===== src/rtl/seg7_pkg.sv =====
// Shared definitions for the 7-segment reader and its forward decoder.
// Holds the blank pattern, the active-low hex glyph table and the
// reader FSM state encoding.
package seg7_pkg;

  // All segments off (active-low bus).
  localparam logic [6:0] SEG_BLANK = 7'h7F;

  // Active-low glyphs for digits 0..F; bit0 = segment a, bit6 = segment g.
  localparam logic [6:0] SEG_GLYPHS [16] = '{
    7'h40, 7'h79, 7'h24, 7'h30, 7'h19, 7'h12, 7'h02, 7'h78,
    7'h00, 7'h10, 7'h08, 7'h03, 7'h46, 7'h21, 7'h06, 7'h0E
  };

  typedef enum logic [1:0] {
    IDLE  = 2'd0,
    TRACK = 2'd1,
    HOLD  = 2'd2
  } state_e;

  // True when the segment pattern shows nothing at all.
  function automatic logic seg_is_blank(input logic [6:0] pattern);
    return (pattern == SEG_BLANK);
  endfunction

endpackage


===== src/rtl/seg7_glyph_lookup.sv =====
// Combinational reverse lookup: active-low segment pattern -> {valid, digit}.
// Glyphs in the table are unique, so OR-ing every hit yields the single
// matching index without a priority chain.
module seg7_glyph_lookup
  import seg7_pkg::*;
(
  input  logic [6:0] pattern,
  output logic       valid,
  output logic [3:0] digit
);

  // Search the shared glyph table for the sampled pattern.
  always_comb begin
    valid = 1'b0;
    digit = 4'd0;
    for (int i = 0; i < 16; i++) begin
      valid = valid | (pattern == SEG_GLYPHS[i]);
      digit = digit | ({4{pattern == SEG_GLYPHS[i]}} & 4'(i));
    end
  end

endmodule


===== src/rtl/seg7_reader.sv =====
// Reads an active-low 7-segment bus back into a 4-bit hex digit.
// A pattern must be seen on STABLE_CNT consecutive sample strobes before it
// is acted on; qualified digits land in a one-entry valid/ready slot.
// Optional build macro SEG7_READER_DP_EN adds the decimal point (seg_dp in,
// dp_out out), which then takes part in stability and repeat suppression.
module seg7_reader
  import seg7_pkg::*;
#(
  parameter int STABLE_CNT = 3,
  parameter int CNT_W      = 4
) (
  input  logic       clk,
  input  logic       rst_n,
  input  logic [6:0] seg_in,
  input  logic       sample_en,
  output logic [3:0] hex_out,
  output logic       out_valid,
  input  logic       out_ready,
  output logic       pattern_err,
  output logic       overrun,
  output logic       blank
`ifdef SEG7_READER_DP_EN
  ,
  input  logic       seg_dp,
  output logic       dp_out
`endif
);

`ifdef SEG7_READER_DP_EN
  localparam int PW = 8;
  localparam int KW = 5;
  localparam logic [PW-1:0] PAT_RST = {1'b1, SEG_BLANK};
`else
  localparam int PW = 7;
  localparam int KW = 4;
  localparam logic [PW-1:0] PAT_RST = SEG_BLANK;
`endif

  localparam logic [CNT_W-1:0] STABLE_K = CNT_W'(STABLE_CNT);
  localparam logic             SINGLE   = (STABLE_CNT == 1);

  logic [PW-1:0]    pat_s;
  logic [KW-1:0]    key_s;
  logic             glyph_valid_s;
  logic [3:0]       glyph_digit_s;
  logic             is_blank_s;

  state_e           state_r;
  state_e           state_nxt_s;
  logic [PW-1:0]    cand_r;
  logic [PW-1:0]    cand_nxt_s;
  logic [CNT_W-1:0] cnt_r;
  logic [CNT_W-1:0] cnt_nxt_s;
  logic [CNT_W-1:0] cnt_inc_s;
  logic             qualify_s;

  logic             same_s;
  logic             emit_s;
  logic             err_s;
  logic             drain_s;
  logic             load_s;
  logic             drop_s;

  logic [3:0]       hex_r;
  logic             out_valid_r;
  logic             pattern_err_r;
  logic             overrun_r;
  logic             blank_r;
  logic             last_valid_r;
  logic [KW-1:0]    last_key_r;

`ifdef SEG7_READER_DP_EN
  logic             dp_r;
  assign pat_s  = {seg_dp, seg_in};
  // Key carries the point as active-high so a dp change is a new digit.
  assign key_s  = {~seg_dp, glyph_digit_s};
  assign dp_out = dp_r;
`else
  assign pat_s  = seg_in;
  assign key_s  = glyph_digit_s;
`endif

  // The qualified pattern is always the one on seg_in at the qualifying edge.
  seg7_glyph_lookup u_lookup (
    .pattern (pat_s[6:0]),
    .valid   (glyph_valid_s),
    .digit   (glyph_digit_s)
  );

  assign is_blank_s = seg_is_blank(pat_s[6:0]);
  assign cnt_inc_s  = cnt_r + CNT_W'(1);

  // Stability tracker state register.
  always_ff @(posedge clk or negedge rst_n) begin
    if (!rst_n) begin
      state_r <= IDLE;
      cand_r  <= PAT_RST;
      cnt_r   <= '0;
    end else begin
      state_r <= state_nxt_s;
      cand_r  <= cand_nxt_s;
      cnt_r   <= cnt_nxt_s;
    end
  end

  // Next-state logic: count identical samples and flag the qualifying one.
  always_comb begin
    state_nxt_s = state_r;
    cand_nxt_s  = cand_r;
    cnt_nxt_s   = cnt_r;
    qualify_s   = 1'b0;
    if (sample_en) begin
      case (state_r)
        IDLE: begin
          cand_nxt_s = pat_s;
          cnt_nxt_s  = CNT_W'(1);
          if (SINGLE) begin
            qualify_s   = 1'b1;
            state_nxt_s = HOLD;
          end else begin
            state_nxt_s = TRACK;
          end
        end
        TRACK: begin
          if (pat_s == cand_r) begin
            cnt_nxt_s = cnt_inc_s;
            if (cnt_inc_s == STABLE_K) begin
              qualify_s   = 1'b1;
              state_nxt_s = HOLD;
            end else begin
              state_nxt_s = TRACK;
            end
          end else begin
            cand_nxt_s = pat_s;
            cnt_nxt_s  = CNT_W'(1);
          end
        end
        HOLD: begin
          if (pat_s == cand_r) begin
            state_nxt_s = HOLD;
          end else begin
            cand_nxt_s = pat_s;
            cnt_nxt_s  = CNT_W'(1);
            if (SINGLE) begin
              qualify_s   = 1'b1;
              state_nxt_s = HOLD;
            end else begin
              state_nxt_s = TRACK;
            end
          end
        end
        default: begin
          state_nxt_s = IDLE;
          cand_nxt_s  = PAT_RST;
          cnt_nxt_s   = '0;
        end
      endcase
    end else begin
      state_nxt_s = state_r;
    end
  end

  // A repeat of the last emitted digit is a flicker, not a new reading.
  assign same_s  = last_valid_r & (key_s == last_key_r);
  assign emit_s  = qualify_s & ~is_blank_s & glyph_valid_s & ~same_s;
  assign err_s   = qualify_s & ~is_blank_s & ~glyph_valid_s;
  assign drain_s = out_valid_r & out_ready;
  assign load_s  = emit_s & (~out_valid_r | out_ready);
  assign drop_s  = emit_s & out_valid_r & ~out_ready;

  // Output slot, error/overrun flags and last-digit memory.
  always_ff @(posedge clk or negedge rst_n) begin
    if (!rst_n) begin
      hex_r         <= 4'd0;
      out_valid_r   <= 1'b0;
      pattern_err_r <= 1'b0;
      overrun_r     <= 1'b0;
      blank_r       <= 1'b1;
      last_valid_r  <= 1'b0;
      last_key_r    <= '0;
`ifdef SEG7_READER_DP_EN
      dp_r          <= 1'b0;
`endif
    end else begin
      pattern_err_r <= err_s;

      if (load_s) begin
        hex_r       <= glyph_digit_s;
        out_valid_r <= 1'b1;
`ifdef SEG7_READER_DP_EN
        dp_r        <= ~seg_dp;
`endif
      end else if (drain_s) begin
        out_valid_r <= 1'b0;
      end else begin
        out_valid_r <= out_valid_r;
      end

      if (drop_s) begin
        overrun_r <= 1'b1;
      end else begin
        overrun_r <= overrun_r;
      end

      if (qualify_s) begin
        if (is_blank_s) begin
          blank_r      <= 1'b1;
          last_valid_r <= 1'b0;
        end else if (glyph_valid_s) begin
          if (!same_s) begin
            blank_r      <= 1'b0;
            last_key_r   <= key_s;
            last_valid_r <= 1'b1;
          end else begin
            last_valid_r <= last_valid_r;
          end
        end else begin
          blank_r      <= 1'b0;
          last_valid_r <= 1'b0;
        end
      end else begin
        blank_r <= blank_r;
      end
    end
  end

  assign hex_out     = hex_r;
  assign out_valid   = out_valid_r;
  assign pattern_err = pattern_err_r;
  assign overrun     = overrun_r;
  assign blank       = blank_r;

endmodule


===== config.mk =====
export PLATFORM = sky130hd
export DESIGN_NAME = seg7_reader
export DESIGN_NICKNAME = d
export VERILOG_FILES = /design/src/rtl/seg7_pkg.sv /design/src/rtl/seg7_glyph_lookup.sv /design/src/rtl/seg7_reader.sv
export SDC_FILE = /design/constraint.sdc
export NUM_CORES = 1
export LEC_CHECK = 0
export CORE_AREA = 5 5 88 74
export DETAILED_ROUTE_END_ITERATION = 8
export DIE_AREA = 0 0 93 79
export PLACE_DENSITY_LB_ADDON = 0.15
export SKIP_LAST_GASP = 1
export SLEW_MARGIN = 20
export SYNTH_ARGS = -nofsm -noshare
export SYNTH_HDL_FRONTEND = slang
export SYNTH_HIERARCHICAL = 1
export SYNTH_SLANG_ARGS = --single-unit
export TNS_END_PERCENT = 100

===== constraint.sdc =====
create_clock -name clk -period 1.9 [get_ports clk]
set_input_delay 0.285 -clock clk [delete_from_list [all_inputs] [get_ports clk]]
set_output_delay 0.285 -clock clk [all_outputs]
set_load 0.05 [all_outputs]

Word level (Yosys, flattened, before mapping)
Cells that the tools add are included.
{"block": "classes", "n_addsub": 1, "eq_ne": 25, "n_mux": 21, "bitwise_logic": 44, "reduce_logical": 9}
{"cell": "$eq A7 B7 Y1 const B", "count": 5}
{"cell": "$or A4 B4 Y4", "count": 8}
{"cell": "$eq A7 B5 Y1 const B", "count": 3}
{"cell": "$eq A7 B6 Y1 const B", "count": 3}
{"cell": "$or A1 B1 Y1", "count": 16}
{"cell": "$or A4 B3 Y4", "count": 4}
{"cell": "$eq A7 B2 Y1 const B", "count": 2}
{"cell": "$eq A7 B4 Y1 const B", "count": 2}
{"cell": "$pmux W7 S2", "count": 1}
{"cell": "$mux W1", "count": 12}
{"cell": "$pmux W4 S3", "count": 1}
{"cell": "$and A1 B1 Y1", "count": 9}
{"cell": "$mux W4", "count": 2}
{"cell": "$reduce_and A2 Y1", "count": 4}
{"cell": "$eq A7 B3 Y1 const B", "count": 1}
{"cell": "$eq A7 B7 Y1", "count": 1}
{"cell": "$logic_not A7 Y1", "count": 1}
{"cell": "$mux W7", "count": 1}
{"cell": "$mux W2", "count": 3}
{"cell": "$ne A2 B2 Y1 const B", "count": 3}
{"cell": "$pmux W2 S3", "count": 1}
{"cell": "$not A1 Y1", "count": 5}
{"cell": "$add A4 B1 Y4 const B", "count": 1}
{"cell": "$eq A4 B2 Y1 const B", "count": 1}
{"cell": "10 further kinds", "count": 10}
{"block": "word_totals", "reg_bits": 26, "input_bits": 11, "out_inout_bits": 8, "wordCells": 110}

Logic depth before layout (Yosys ltp)
Gate-level depths: netlist (run 1).
{"block": "depth", "depth_word": 21, "mapped_depth": 10, "mapped_depth_nobuf": 9}

Modules after synthesis
The synthesis (run 1) kept the hierarchy.
{"module": "seg7_reader", "n_inst": 1, "cells_each": 138, "area_each_um2": 1497.7, "seq_area_each_um2": 660.6}
{"module": "seg7_glyph_lookup", "n_inst": 1, "cells_each": 54, "area_each_um2": 380.4, "seq_area_each_um2": 0.0}

Worst setup path after synthesis (run 1)
OpenSTA, ideal clock, no wires.
{"block": "synth_path", "kind": "input to register", "from": "input port seg_in[2]", "to": "register hex_r[0], in the netlist hex_out[0]", "setup_ns": 0.125, "t_arrival_ns": 2.303, "required_time_ns": 1.775, "path_slack_ns": -0.528, "cell_stages": 8, "path_buffers": 1, "cell_sequence": "buf_4 nor3b_1 a22oi_1 o311ai_0 a2111oi_2 a21oi_2 nand4_4 mux2_4"}
{"block": "synth_between", "elab_chain_cells": 20, "elab_cells_between_ends": 58, "cone_classes": "eq/ne (18); mux (3); bitwise (36); reduce/logical (1)"}
{"item": "from (decl)", "line": "seg7_reader.sv:14", "rtl": "input logic [6:0] seg_in,"}
{"item": "$eq A7 B7 Y1", "line": "seg7_glyph_lookup.sv:18", "rtl": "digit = digit | ({4{pattern == SEG_GLYPHS[i]}} & 4'(i));"}
{"item": "$or A1 B2 Y2", "line": "seg7_glyph_lookup.sv:18"}
{"item": "$or A4 B2 Y4", "line": "seg7_glyph_lookup.sv:18"}
{"item": "$or A4 B3 Y4 (4 in series)", "line": "seg7_glyph_lookup.sv:18"}
{"item": "$or A4 B4 Y4 (7 in series)", "line": "seg7_glyph_lookup.sv:18"}
{"item": "$or A4 B4 Y4 (*)", "line": "seg7_glyph_lookup.sv:18"}
{"item": "net glyph_digit_s[0]", "line": "seg7_reader.sv:45", "rtl": "logic [3:0] glyph_digit_s;"}
{"item": "$eq A4 B4 Y1", "line": "seg7_reader.sv:164", "rtl": "assign same_s = last_valid_r & (key_s == last_key_r);"}
{"item": "$and A1 B1 Y1", "line": "seg7_reader.sv:164"}
{"item": "$not A1 Y1 (no line)"}
{"item": "$and A1 B1 Y1", "line": "seg7_reader.sv:165", "rtl": "assign emit_s = qualify_s & ~is_blank_s & glyph_valid_s & ~same_s;"}
{"item": "$and A1 B1 Y1", "line": "seg7_reader.sv:168", "rtl": "assign load_s = emit_s & (~out_valid_r | out_ready);"}
{"item": "to (signal assigned)", "line": "seg7_reader.sv:188", "rtl": "hex_r <= glyph_digit_s;"}
{"item": "to (decl)", "line": "seg7_reader.sv:64", "rtl": "logic [3:0] hex_r;"}
The timed path passes the listed nets; every way through them passes the cells marked *.
A chain may end at the register's enable or synchronous reset.

Final worst setup path (run 1)
{"block": "layout_path", "from": "input port seg_in[1]", "to": "register hex_r[0], in the netlist hex_out[0]"}
{"block": "layout_between", "elab_cells_between_ends": 58, "cone_classes": "eq/ne (18); mux (3); bitwise (36); reduce/logical (1)"}
{"item": "$eq A7 B5 Y1", "line": "seg7_glyph_lookup.sv:18"}
{"item": "$or A4 B3 Y4 (4 in series)", "line": "seg7_glyph_lookup.sv:18"}
{"item": "$or A4 B4 Y4 (7 in series)", "line": "seg7_glyph_lookup.sv:18"}
{"item": "$or A4 B4 Y4 (*)", "line": "seg7_glyph_lookup.sv:18"}
{"item": "net glyph_digit_s[2]", "line": "seg7_reader.sv:45"}
{"item": "$eq A4 B4 Y1 (*)", "line": "seg7_reader.sv:164"}
{"item": "$and A1 B1 Y1 (*)", "line": "seg7_reader.sv:164"}
{"item": "$not A1 Y1 (no line) (*)"}
{"item": "$and A1 B1 Y1 (*)", "line": "seg7_reader.sv:165"}
{"item": "$and A1 B1 Y1 (*)", "line": "seg7_reader.sv:168"}
Marked as above.

==> run metrics, run 1 <==
outcome finished, violations left; failing checks negative setup slack; final wirelength 4466 µm; largest family of logic cells by synthesized area simple AND/OR/NAND/NOR gates; min-delay worst type in -> async; fillers 542; fmax 487.0 MHz; yosys warns 6; post-synthesis compound-gate area fraction 0.1632; synthesized flop and latch total 26; Die Ht 79 µm; Synth cell types 56; Clock Sinks 26; simple-gate share of the synthesized area 0.2705; worst vdd rail ir drop 0.0003782 V; worst setup margin -0.1533 ns; synthesized area per cell 9.782 µm²; Layout area overhead 43.70%; Period minus WS final 2.053 ns; Post-DRT Antenna Nets 0; initial core utilization 0.3336; Slowest-stage cell, CP or4b_4; Synth top area share 0.2398; endpoints failing setup 9; Synth Net Count 210; Synth Area in Adders 0.04664; drt initial violations 41; Synth Area in XOR/XNOR 0.04664; initial antenna violation count 0; Leakage 0.001189 µW; First-pass DRT Iterations 6; clock slew at reported path FFs 0.09 ns; share of post-route cells with drive strength above 1 0.4400; crit start category input pin; nets 269; Setup Crit Path Kind in -> reg; # diodes 0; Critical Path RT 2.07 ns; Total GRT Usage 0.1288; most frequent CP cell a21oi_2; routability cong. 0.7782; CP bufs+invs 1; clock root cell clkbuf_8; mux contribution to synthesized area 0.07462; Synth area leader dfrtp_1; worst-path cell chain buf_8 > or4b_4 > a21oi_2 > a21oi_2 > nand2b_4 > xor2_4 > a2111oi_4 > a21oi_2 > nand4_4 > mux2_4; Critical Path AT 2.22 ns; top_reg_cell synth dfrtp_1; CTS tree yes; # DRC 0; post-synthesis sequential area ratio 0.3518; DR WL/cell 14.09 µm; Slowest Stage Delay on Critical Path 0.53 ns; chip width 93 µm; crit-path leading delay family simple AND/OR/NAND/NOR gates; RSZ-0062 raised after global routing yes; Post-synth EDFFs 0; die area 0.007347 mm²; Seq. cell area 660.6 µm²; Ports 19; CTS buffer count 3; synthesized instance count 192; grt total ovfl 0; Hold Buf Count CTS 0; Post-synth ARST share 1.000; Critical Path Fanout Max 4; post-layout util 0.4793; Crit path depth 10; routed vias 1599; H-Tree Depth 1; vias in the first global route 1580; Clk Latency, worst-skew pair 0.27 ns; Final Hold Vio Count 0; Post-Place Worst Slack -0.9786 ns; Multi-input gate area 0.001292 mm²; Fin Clk Skew 0.003801 ns; Max Cap Viol 0; Slew HR 0.6665; largest net degree at the start of global routing 27; Row Count 25; most frequent cells after synthesis dfrtp_1, nor2_1, a21oi_1; synth top area cells dfrtp_1, dfstp_2, mux2_4; first-pass GRT wire length 7645 µm; CORE AREA 0.005630 mm²; synthesized area 0.001878 mm²; via-per-instance ratio 5.044; Max clock buf depth 2; crit end category flop; fin. max-slew vios 0; worst slew pin tran 0.4987 ns; fin crit share 1.081; pwr/cell area 560.3 mW/mm²; setup TNS -1.142 ns; post-detail-place hpwl 3356 µm; path depth of the worst reg2reg path 6; PortBufs 18
-- cells in the final DEF, fill, tap and decap left out, types with 3 or more instances in the layout --
| cell | count |
|---|---|
| a21oi_1 | 8 |
| dfrtp_1 | 18 |
| buf_6 | 11 |
| and3_4 | 3 |
| ha_1 | 7 |
| nand3_1 | 8 |
| nor2_1 | 17 |
| nand2b_1 | 3 |
| xnor2_1 | 7 |
| nand3b_1 | 4 |
| dfstp_2 | 8 |
| nor3_2 | 3 |
| buf_4 | 37 |
| o21bai_1 | 3 |
| nand2_1 | 8 |
| inv_1 | 7 |
| o21ai_0 | 3 |
| o31ai_1 | 3 |
| mux2_4 | 8 |
| clkbuf_8 | 3 |
| nand4_1 | 5 |
| clkdlybuf4s50_1 | 10 |
| a21oi_2 | 4 |
-- worst paths after layout --
kind,end,startpoint,slack [ns]
setup / recovery,hex_out[0]$_DFFE_PN0P_,seg_in[1],-0.15
hold / removal,cnt_r[3]$_DFFE_PN0P_,rst_n,0.38
setup reg to reg,hex_out[0]$_DFFE_PN0P_,cnt_r[1]$_DFFE_PN0P_,0.09
hold reg to reg,overrun$_DFFE_PN0P_,overrun$_DFFE_PN0P_,0.49
max in group asynchronous,cand_r[4]$_DFFE_PN1P_,rst_n,1.21
min in group clk,cand_r[2]$_DFFE_PN1P_,seg_in[2],0.40
-- state kept, by name, summed over array words and instances (netlist names) --
| name | cells |
|---|---|
| last_valid_r | 1 |
| cand_r | 7 |
| pattern_err | 1 |
| hex_out | 4 |
| cnt_r | 4 |
| blank | 1 |
| state_r | 2 |
| last_key_r | 4 |
| out_valid | 1 |
| overrun | 1 |
-- layout make-up --
cell class	instances	area share
multi-input combinational	150	0.4789
sequential	26	0.2448
timing repair buffer	63	0.2091
tap	67	0.03106
clock buffer	3	0.01530
clock inverter	1	0.01113
inverter	7	0.009736
-- power by group --
part	internal (µW)	total (µW)	switching, µW
logic	212	423	211
clock network	282	463	181
registers	600	627	26.6
-- per-stage QoR --
stage	instance area, µm²	hold slack, ns	power, µW	instances
2_1_floorplan	1914	-0.01059	865.7	192
3_3_place_gp	2420	0.4684	1021	307
3_5_place_dp	2420	0.4683	1023	307
6_report	2699	0.3812	1512	317
4_1_cts	2615	0.3881	1519	316
5_1_grt	2699	0.4045	1603	317
-- per-layer routing --
layer,global-route usage,share of wire,up-vias
met5,0,0,-
met4,0.02050,0.0043,0
met3,0.02936,0.028,2
met2,0.2020,0.45,17
met1,0.1838,0.51,760
li1,-,-,820
-- worst reg2reg max path: stages, from the launching register on --
cell and delay [ns]:
dfrtp_1 0.43, ha_1 0.25, nor3_2 0.12, a41o_1 0.15
and3_4 0.26, nand4_4 0.16, mux2_4 0.33
-- what timing repair did --
item                       CTS  global route
setup endpoints to repair   24            12
pin swaps                   16            16
resized for setup           58            18
buffers inserted             5             1
hold endpoints to repair     0             0
-- cell families after synthesis --
kind of cell,Yosys count
compound gates,42
simple gates,81
xor+xnor,10
mux,10
flops,26
buf+inv,16
fa+ha+maj,7
No activity file was read; power rests on OpenSTA's default activity.
==> run 2, diff against run 1 <==
- ABC_CLOCK_PERIOD_IN_PS: not set -> 1900
- CTS_CLUSTER_SIZE: not set -> 40
==> results of run 2 <==
Final layout, timing and power as in run 1 (identical DEF).
==> run 3, diff against run 2 <==
- CORE_AREA: 5 5 88 74 -> 5 5 85 72
- DIE_AREA: 0 0 93 79 -> 0 0 90 77
- SYNTH_HIERARCHICAL: 1 -> not set
==> run 3 against run 2 <==
  * The run still ends with negative setup slack left
  * Clock-buffer cell count did not move
  * Register-to-register slack lost 0.31 ns
  * Global-route usage up 0.41 points
  * Via count decreased by 0.44%
  * Combinational power down 9.9%
  * Total power fell by 2.4%
  * Worst hold slack lost 0.017 ns
  * Die area shrank 5.7%
  * Synthesized area decreased by 7.4%
  * Routed wire length up 2.7%
  * Sequential share of layout area is 1.3 points higher
  * Clock skew is 0.0030 ns higher
  * Critical endpoint is now last_key_r[2]$_DFFE_PN0P_
==> run metrics, run 3 <==
synthesized area per cell 9.202 µm² (was 9.782 µm²); most frequent cell after synthesis nor2_1; Synth top area share 0.2590 (was 0.2398); Clk Latency, worst-skew pair 0.27 ns (about the same); failing checks negative setup slack (unchanged); nets 271 (was 269); Power Total 1476 µW (was 1512 µW); Clock Sinks 26 (unchanged); Setup Crit Path Kind reg -> reg (was in -> reg); # diodes 0 (unchanged); leading cell type in the layout, fill and taps excluded buf_4 (unchanged); Synth area leader dfrtp_1 (unchanged); final wirelength 4587 µm (was 4466 µm); # DRC 0 (unchanged); worst slew pin tran 0.5190 ns (was 0.4987 ns); Critical Path Fanout Max 4 (unchanged); Final Instance Area 0.002564 mm² (was 0.002699 mm²); Ports 19 (unchanged); Max Cap Viol 0 (unchanged); post-detail-place hpwl 3202 µm (was 3356 µm); synthesized area 0.001739 mm² (was 0.001878 mm²); die area 0.006930 mm² (was 0.007347 mm²); Die Ht 77 µm (was 79 µm); Post-synth EDFFs 0 (unchanged); vias in the first global route 1645 (was 1580); yosys warns 0 (was 6); DR WL/cell 14.47 µm (was 14.09 µm); H-Tree Depth 1 (unchanged); worst vdd rail ir drop 0.0003131 V (was 0.0003782 V); share of post-route cells with drive strength above 1 0.4167 (was 0.4400); synthesized instance count 189 (was 192); most frequent cells after synthesis nor2_1, dfrtp_1, nand2_1 (was dfrtp_1, nor2_1, a21oi_1); Synth Net Count 207 (was 210); crit start category flop (was input pin); endpoints failing setup 11 (was 9); worst setup margin -0.2214 ns (was -0.1533 ns); chip width 90 µm (was 93 µm); fillers 491 (was 542); post-synthesis sequential area ratio 0.3799 (was 0.3518); First-pass DRT Iterations 4 (was 6); post-layout util 0.4935 (was 0.4793); Top reg by flops cand_r (unchanged); min-delay worst type in -> async (unchanged); initial core utilization 0.3348 (was 0.3336); crit end category flop (unchanged); Critical Path RT 2.07 ns (about the same); Total GRT Usage 0.1329 (was 0.1288); Final Hold Vio Count 0 (unchanged); synthesized flop and latch total 26 (unchanged); largest net degree at the start of global routing 27 (unchanged); routed vias 1592 (was 1599); Row Count 24 (was 25); path depth of the worst reg2reg path 7 (was 6); drt initial violations 64 (was 41); Synth cell types 46 (was 56); CTS buffer count 3 (unchanged); routability cong. 0.8761 (was 0.7782); first-pass GRT wire length 7783 µm (was 7645 µm); Post-synth ARST share 1.000 (unchanged); flip-flop count of the largest register after layout 7 (unchanged); pwr/cell area 575.6 mW/mm² (was 560.3 mW/mm²); fin. max-slew vios 0 (unchanged); CTS tree yes (unchanged); Post-DP Area 0.002282 mm² (was 0.002420 mm²); clock slew at reported path FFs 0.10 ns (was 0.09 ns); RSZ-0062 raised after global routing yes (unchanged); Hold Buf Count CTS 0 (unchanged); Max clock buf depth 2 (unchanged); clock root cell clkbuf_8 (unchanged); grt total ovfl 0 (unchanged); Period minus WS final 2.121 ns (was 2.053 ns); initial antenna violation count 0 (unchanged); PortBufs 18 (unchanged); most frequent cells in the layout buf_4, nor2_1, dfrtp_1 (was buf_4, dfrtp_1, nor2_1); Slew HR 0.6529 (was 0.6665); Leakage 0.001159 µW (was 0.001189 µW); Layout area overhead 47.41% (was 43.70%); CORE AREA 0.005195 mm² (was 0.005630 mm²); outcome finished, violations left (unchanged); top_reg_cell synth dfrtp_1 (unchanged); fmax 471.4 MHz (was 487.0 MHz); fin crit share 1.117 (was 1.081); Post-DRT Antenna Nets 0 (unchanged); Fin Clk Skew 0.006779 ns (was 0.003801 ns); synth top area cells dfrtp_1, dfstp_2, ha_1 (was dfrtp_1, dfstp_2, mux2_4); via-per-instance ratio 5.022 (was 5.044); Critical Path AT 2.29 ns (was 2.22 ns)
-- run 3: cell types whose count changed in the layout (fill, tap and decap cells not counted), moves of 4 or more --
cell / delta
xor2_1: +4
nor2_1: +5
nand2_1: +6
a21oi_2: -4
xnor2_1: -4
buf_2: +4
-- run 3: cell families after synthesis --
logic type | after synthesis | synth area share
flip-flops | 26 | 0.3799
AO/OA/AOI/OAI | 38 | 0.1403
XOR/XNOR | 11 | 0.05539
buffers and inverters | 16 | 0.04172
AND/OR/NAND/NOR | 83 | 0.2820
multiplexers | 8 | 0.05036
adder cells (fa/ha/maj) | 7 | 0.05036
-- run 3: final cells by class --
class	count	area, µm²	area share
clock buffers	3	41.29	0.01611
clock inverters	1	30.03	0.01171
inverters	6	22.52	0.008785
multi-input cells	147	1142	0.4456
flip-flops and latches	26	660.6	0.2577
well taps	65	81.33	0.03172
repair buffers	69	585.6	0.2284
-- run 3: worst max-delay path, cell delays in order, from the launching register on --
cell and delay [ns]:
dfstp_2 0.55, xnor2_1 0.11, nand4_1 0.16, nor4_4 0.24, nand2_2 0.13, nor4b_4 0.28
and2_4 0.24, mux2_4 0.30
-- run 3: report_power, final --
part           switching (µW)  internal [µW]  leakage, µW
registers                31.4            597     0.000326
logic                     195            186     0.000798
clock network             184            282    0.0000357
-- run 3: final timing paths --
path	startpoint	end	slack [ns]
worst max-delay path	cand_r[5]$_DFFE_PN1P_	last_key_r[2]$_DFFE_PN0P_	-0.22
worst min-delay path	rst_n	cnt_r[2]$_DFFE_PN0P_	0.36
worst max register to register	cand_r[5]$_DFFE_PN1P_	last_key_r[2]$_DFFE_PN0P_	-0.22
worst min register to register	overrun$_DFFE_PN0P_	overrun$_DFFE_PN0P_	0.48
max in group asynchronous	rst_n	cand_r[5]$_DFFE_PN1P_	1.22
min in group clk	seg_in[5]	cand_r[5]$_DFFE_PN1P_	0.43
-- run 3: stage by stage --
step           worst slack [ns]  setup TNS (ns)  hold slack, ns  cells
2_1_floorplan           -0.4261          -2.815        -0.01059    189
3_3_place_gp            -0.8423          -13.63          0.4424    303
3_5_place_dp            -0.9222          -14.78          0.4536    303
6_report                -0.2214          -1.970          0.3644    317
5_1_grt                 -0.3348          -3.414          0.3941    317
4_1_cts                 -0.3684          -3.584          0.3766    312
-- run 3: timing repair --
item,4_1_cts,5_1_grt
pin swaps,16,22
resized for setup,52,20
buffers inserted,4,6
endpoints found under the setup margin,26,26
cloned,1,0
-- run 3: layer usage --
layer | up-vias | track usage | share of wire
met2 | 29 | 0.2222 | 0.49
met5 | - | 0 | 0
met4 | 0 | 0.01786 | 0.0085
li1 | 794 | - | -
met3 | 5 | 0.02935 | 0.031
met1 | 764 | 0.1804 | 0.47
